==> src/rtl/uart_cmd_ctrl.sv <==
// Command responder behind the UART: decodes write/read/ALU frames, drives the
// register file and ALU, and returns result bytes (LSB first) to the transmitter.
module uart_cmd_ctrl #(
    parameter int               WIDTH      = 8,
    parameter int               ADDR_W     = 4,
    parameter logic [WIDTH-1:0] CMD_WR     = 8'hAA,
    parameter logic [WIDTH-1:0] CMD_RD     = 8'hBB,
    parameter logic [WIDTH-1:0] CMD_ALU_OP = 8'hCC,
    parameter logic [WIDTH-1:0] CMD_ALU_NP = 8'hDD
) (
    input  logic                 clk,
    input  logic                 reset,
    input  logic [WIDTH-1:0]     rx_data,
    input  logic                 rx_valid,
    input  logic                 tx_busy,
    output logic [WIDTH-1:0]     tx_data,
    output logic                 tx_valid,
    output logic [ADDR_W-1:0]    rf_addr,
    output logic [WIDTH-1:0]     rf_wr_data,
    output logic                 rf_wr_en,
    output logic                 rf_rd_en,
    input  logic [WIDTH-1:0]     rf_rd_data,
    input  logic                 rf_rd_valid,
    output logic [3:0]           alu_fun,
    output logic                 alu_en,
    input  logic [2*WIDTH-1:0]   alu_out,
    input  logic                 alu_out_valid
);

    typedef enum logic [3:0] {
        IDLE, WR_ADDR, WR_DATA, RD_ADDR, RD_WAIT,
        OP_A, OP_B, OP_FUN, ALU_WAIT, TX_SEND, TX_WAIT
    } state_t;

    state_t              state_q, state_d;
    logic [2*WIDTH-1:0]  res_q, res_d;
    logic [1:0]          cnt_q, cnt_d;
    logic                busy_seen_q, busy_seen_d;
    logic [WIDTH-1:0]    tx_data_q, tx_data_d;
    logic                tx_valid_q, tx_valid_d;
    logic [ADDR_W-1:0]   rf_addr_q, rf_addr_d;
    logic [WIDTH-1:0]    rf_wr_data_q, rf_wr_data_d;
    logic                rf_wr_en_q, rf_wr_en_d;
    logic                rf_rd_en_q, rf_rd_en_d;
    logic [3:0]          alu_fun_q, alu_fun_d;
    logic                alu_en_q, alu_en_d;

    logic                launch;
    logic [2*WIDTH-1:0]  src_val;
    logic [1:0]          src_n;

    always_comb begin
        state_d      = state_q;
        res_d        = res_q;
        cnt_d        = cnt_q;
        busy_seen_d  = busy_seen_q;
        tx_data_d    = tx_data_q;
        tx_valid_d   = 1'b0;
        rf_addr_d    = rf_addr_q;
        rf_wr_data_d = rf_wr_data_q;
        rf_wr_en_d   = 1'b0;
        rf_rd_en_d   = 1'b0;
        alu_fun_d    = alu_fun_q;
        alu_en_d     = 1'b0;
        launch       = 1'b0;
        src_val      = res_q;
        src_n        = cnt_q;

        case (state_q)
            IDLE: begin
                if (rx_valid) begin
                    if (rx_data == CMD_WR)          state_d = WR_ADDR;
                    else if (rx_data == CMD_RD)     state_d = RD_ADDR;
                    else if (rx_data == CMD_ALU_OP) state_d = OP_A;
                    else if (rx_data == CMD_ALU_NP) state_d = OP_FUN;
                end
            end
            WR_ADDR: begin
                if (rx_valid) begin
                    rf_addr_d = rx_data[ADDR_W-1:0];
                    state_d   = WR_DATA;
                end
            end
            WR_DATA: begin
                if (rx_valid) begin
                    rf_wr_data_d = rx_data;
                    rf_wr_en_d   = 1'b1;
                    state_d      = IDLE;
                end
            end
            RD_ADDR: begin
                if (rx_valid) begin
                    rf_addr_d  = rx_data[ADDR_W-1:0];
                    rf_rd_en_d = 1'b1;
                    state_d    = RD_WAIT;
                end
            end
            RD_WAIT: begin
                if (rf_rd_valid) begin
                    src_val = {{WIDTH{1'b0}}, rf_rd_data};
                    src_n   = 2'd1;
                    res_d   = src_val;
                    cnt_d   = src_n;
                    state_d = TX_SEND;
                    launch  = !tx_busy;
                end
            end
            OP_A: begin
                if (rx_valid) begin
                    rf_addr_d    = ADDR_W'(0);
                    rf_wr_data_d = rx_data;
                    rf_wr_en_d   = 1'b1;
                    state_d      = OP_B;
                end
            end
            OP_B: begin
                if (rx_valid) begin
                    rf_addr_d    = ADDR_W'(1);
                    rf_wr_data_d = rx_data;
                    rf_wr_en_d   = 1'b1;
                    state_d      = OP_FUN;
                end
            end
            OP_FUN: begin
                if (rx_valid) begin
                    alu_fun_d = rx_data[3:0];
                    alu_en_d  = 1'b1;
                    state_d   = ALU_WAIT;
                end
            end
            ALU_WAIT: begin
                if (alu_out_valid) begin
                    src_val = alu_out;
                    src_n   = 2'd2;
                    res_d   = src_val;
                    cnt_d   = src_n;
                    state_d = TX_SEND;
                    launch  = !tx_busy;
                end
            end
            TX_SEND: begin
                launch = !tx_busy;
            end
            TX_WAIT: begin
                // A byte is finished only after busy has been seen rising and then falling.
                if (!busy_seen_q) begin
                    if (tx_busy) busy_seen_d = 1'b1;
                end else if (!tx_busy) begin
                    state_d = (cnt_q != 2'd0) ? TX_SEND : IDLE;
                end
            end
            default: state_d = IDLE;
        endcase

        // Result is shifted down one byte per transmit so the LSB always goes first.
        if (launch) begin
            tx_valid_d  = 1'b1;
            tx_data_d   = src_val[WIDTH-1:0];
            res_d       = src_val >> WIDTH;
            cnt_d       = src_n - 2'd1;
            busy_seen_d = 1'b0;
            state_d     = TX_WAIT;
        end
    end

    always_ff @(posedge clk) begin
        if (reset) begin
            state_q      <= IDLE;
            res_q        <= '0;
            cnt_q        <= '0;
            busy_seen_q  <= 1'b0;
            tx_data_q    <= '0;
            tx_valid_q   <= 1'b0;
            rf_addr_q    <= '0;
            rf_wr_data_q <= '0;
            rf_wr_en_q   <= 1'b0;
            rf_rd_en_q   <= 1'b0;
            alu_fun_q    <= '0;
            alu_en_q     <= 1'b0;
        end else begin
            state_q      <= state_d;
            res_q        <= res_d;
            cnt_q        <= cnt_d;
            busy_seen_q  <= busy_seen_d;
            tx_data_q    <= tx_data_d;
            tx_valid_q   <= tx_valid_d;
            rf_addr_q    <= rf_addr_d;
            rf_wr_data_q <= rf_wr_data_d;
            rf_wr_en_q   <= rf_wr_en_d;
            rf_rd_en_q   <= rf_rd_en_d;
            alu_fun_q    <= alu_fun_d;
            alu_en_q     <= alu_en_d;
        end
    end

    assign tx_data    = tx_data_q;
    assign tx_valid   = tx_valid_q;
    assign rf_addr    = rf_addr_q;
    assign rf_wr_data = rf_wr_data_q;
    assign rf_wr_en   = rf_wr_en_q;
    assign rf_rd_en   = rf_rd_en_q;
    assign alu_fun    = alu_fun_q;
    assign alu_en     = alu_en_q;

endmodule

==> config.mk <==
export PLATFORM = sky130hd
export DESIGN_NAME = uart_cmd_ctrl
export DESIGN_NICKNAME = d
export VERILOG_FILES = /design/src/rtl/uart_cmd_ctrl.sv
export SDC_FILE = /design/constraint.sdc
export NUM_CORES = 1
export LEC_CHECK = 0
export BUFFER_PORTS_ARGS = -buffer_cell sky130_fd_sc_hd__buf_4
export CAP_MARGIN = 20
export CORE_AREA = 2 2 90 92
export CTS_CLUSTER_DIAMETER = 100
export DETAILED_ROUTE_END_ITERATION = 7
export DIE_AREA = 0 0 92 94
export PLACE_DENSITY = 0.47
export SYNTH_ARGS = -nofsm -noshare
export SYNTH_HDL_FRONTEND = slang
export SYNTH_SLANG_ARGS = --single-unit
==> constraint.sdc <==
create_clock -name clk -period 5.3 [get_ports clk]
set_clock_uncertainty 0.2 [all_clocks]
set_input_delay 0 -clock clk [delete_from_list [all_inputs] [get_ports clk]]
set_output_delay 0 -clock clk [all_outputs]
set_load 0.01 [all_outputs]
==> run metrics <==
status complete, no violations; crit path cell chain and3b_1, and2_1, a222oi_1, dlygate4sd3_1, o22ai_2; Multi-input gate area 1100 um^2; Ports 66; cell area power density 236 nW/um^2; CTS root buffer clkbuf_8; pins over their slew limit 0; number of cell rows 32; vias about 2100; Setup violations, final 0; largest area contributor in the netlist dfxtp_1; Port Buffer Count 65; GR Overflow Total 0; max cap viols 0; largest net degree at the start of global routing 28; synth warn 0; CTS resizes 0; total CTS buffers 5; Clk pwr share approximately 37%; DP Worst Slack around 2800 ps; Post-DRT Antenna Nets 0; routed vias/inst roughly 4.8; 1st-pass router iterations 7; EDFF count, synth 0; crit end category flip-flop; Seq cells post-synth around 50; worst hold path type in -> reg; sequential area share after synthesis 45.3%; post-synth top area share 45.3%; drt total wl 6.38 mm; Final #Nets ~380; CP max stage cell dfxtp_1; final worst slack roughly 2500 ps; Max Freq ~0.35 GHz; syn_nets 281; fin area between 3000 and 4000 um^2; Register Area 1020 um^2; P_leak approximately 0.0013 uW; first-pass GRT wire length about 10 mm; Internal Power around 600 uW; WP data arrival 2820 ps; Core Region 7610 um^2; die area about 8600 um^2; Placed Area approximately 2800 um^2; unrepaired setup endpoints after global routing no; dpl hpwl ~4.3 mm; CP max FO 19; clk slew on worst S/H paths around 100 ps; crit start category flip-flop; Tcrit/Tclk final 53.5%; First DRT Iteration DRCs between 100 and 150; CTS H-tree lvls 2; Fin. Hold Viols 0; minimum clock period around 2800 ps; syn_area_per_cell approximately 9.3 um^2; main flop type after synthesis dfxtp_1; Fillers ~800; Async SR Flop Fraction 0%; Sw Share between 20% and 30%; Setup TNS 0 ps; GRT Resource Usage Total between 10 and 15%; CTS Hold Bufs between 40 and 50; diode count 0; Switch Pwr around 190 uW; number of global-route vias before repair between 1500 and 2000; combinational share of power between 10% and 20%; Crit Path Class reg -> reg; worst slew pin tran 966 ps; Die Wd 92 um; Rel. slew slack a little over a third; Mapped Cells about 240; Area contributors post-synth dfxtp_1 (45%), mux2i_1 (5.3%), nor2_1 (4.7%), o22ai_2 (4.4%), nand2_1 (3.8%); initial antenna violation count 0; clk_lat worst skew approximately 320 ps; initial core utilization 29.7%; CTS Sinks 51; part of the power in registers 50.7%; crit-path max cell delay ~680 ps; unique cell type count in the Yosys netlist 51; DRC 0; post-synthesis cell area between 2000 and 2500 um^2; layout cells sized above 1 26.2%; CTS Buffer Depth 2; WP data required between 5000 and 6000 ps; Chip Height approximately 94 um; peak supply drop 110 uV; CTS tree built; Layout area overhead 46.0%; Post-CTS Setup Bufs 0; WL/cell 14.4 um; GPL Wtd Cong roughly 0.85
cell type report:
| type | count | share of cell area, % |
|---|---|---|
| Clock buffer | 5 | 2.09 |
| Timing Repair Buffer | 107 | 27.6 |
| Clock inverter | 3 | 1.41 |
| Multi-Input combinational cell | 169 | 33.5 |
| Tap cell | 102 | 3.88 |
| Sequential cell | 51 | 31.0 |
| Inverter | 5 | 0.570 |
worst paths after layout:
check,startpoint,endpoint,slack (ps),cells past startpoint
worst max-delay path,state_q[2],res_q[7],2460,5
worst min-delay path,rf_rd_valid,cnt_q[1],30,4
worst max register to register,state_q[2],res_q[7],2460,5
worst min register to register,tx_data[4],tx_data[4],260,2
per-stage QoR:
stage | hold slack [ps] | utilization [%] | instances | power [uW]
after floorplan | -56.1 | - | 243 | 446
after global placement | 52.6 | 36.3 | 392 | 483
after detailed placement | 57.9 | 36.3 | 392 | 481
after CTS | 30.2 | 43.3 | 442 | 786
after global routing | 81.6 | 43.3 | 442 | 814
final | 34.1 | 43.3 | 442 | 776
critical path, delay by kind of cell (launching register included):
family                 cells  cell delay, ps
DFF                        1             680
AOI/OAI and AO/OA          2             530
and+or+nand+nor            2             630
buffers and inverters      1             660
power by group through the flow:
stage,sequential [uW],combinational (uW),clock [uW]
after floorplan,399,47.1,0
after global placement,403,80.7,0
after detailed placement,403,78.8,0
after CTS,394,99.4,293
after global routing,395,109,311
final,394,99.3,283
cell usage after synthesis (4+ instances only):
cell type and instances:
clkbuf_1 6, a22oi_1 8, buf_4 5, nand2_1 23
mux2i_1 12, inv_1 4, o22ai_2 8, o21ai_1 8
a222oi_1 8, buf_2 4, nor2_1 28, nand4_1 4
nand2b_1 4, dfxtp_1 51, nor2b_1 6, a21oi_1 14
sequential cells by signal, indices dropped and copies added (netlist names), 2 cells and up:
signal / flops
alu_fun: 4
cnt_q: 2
res_q: 16
rf_addr: 4
rf_wr_data: 8
state_q: 4
tx_data: 8
kinds of logic after synthesis:
group | count (synthesis) | share of synthesized area, %
DFF | 51 | 45.3
xor gates and xnor gates | 3 | 1.50
muxes | 12 | 5.32
and+or+nand+nor | 85 | 18.4
buffers and inverters | 23 | 5.88
AOI/OAI and AO/OA | 69 | 23.7
layer usage:
layer  vias to the layer above  GRT usage (%)  part of all wire (%)  wire length (um)
met1                       999           20.9                    48              3050
met5                         -              0                     0                 0
li1                       1077              -                     -                 -
met4                         0           5.97                   1.4                89
met3                         5           2.73                   3.6               229
met2                        40           22.3                    47              3010
placed cells by master, fill, tap and decap left out, types with 3 or more instances in the layout:
cell type | Yosys | layout
a21oi_1 | 14 | 14
nand2b_1 | 4 | 4
mux2i_1 | 12 | 12
a31oi_1 | 3 | 3
a222oi_1 | 8 | 8
nand2_1 | 23 | 23
nor2b_1 | 6 | 6
o22ai_2 | 8 | 8
buf_4 | 5 | 65
clkbuf_8 | 0 | 5
o21ai_1 | 8 | 8
dlygate4sd3_1 | 0 | 42
nand4_1 | 4 | 4
nand3_1 | 3 | 3
or2_1 | 3 | 3
a22oi_1 | 8 | 8
dfxtp_1 | 51 | 51
inv_1 | 4 | 4
nor2_1 | 28 | 28
No activity file was read; power rests on OpenSTA's default activity.
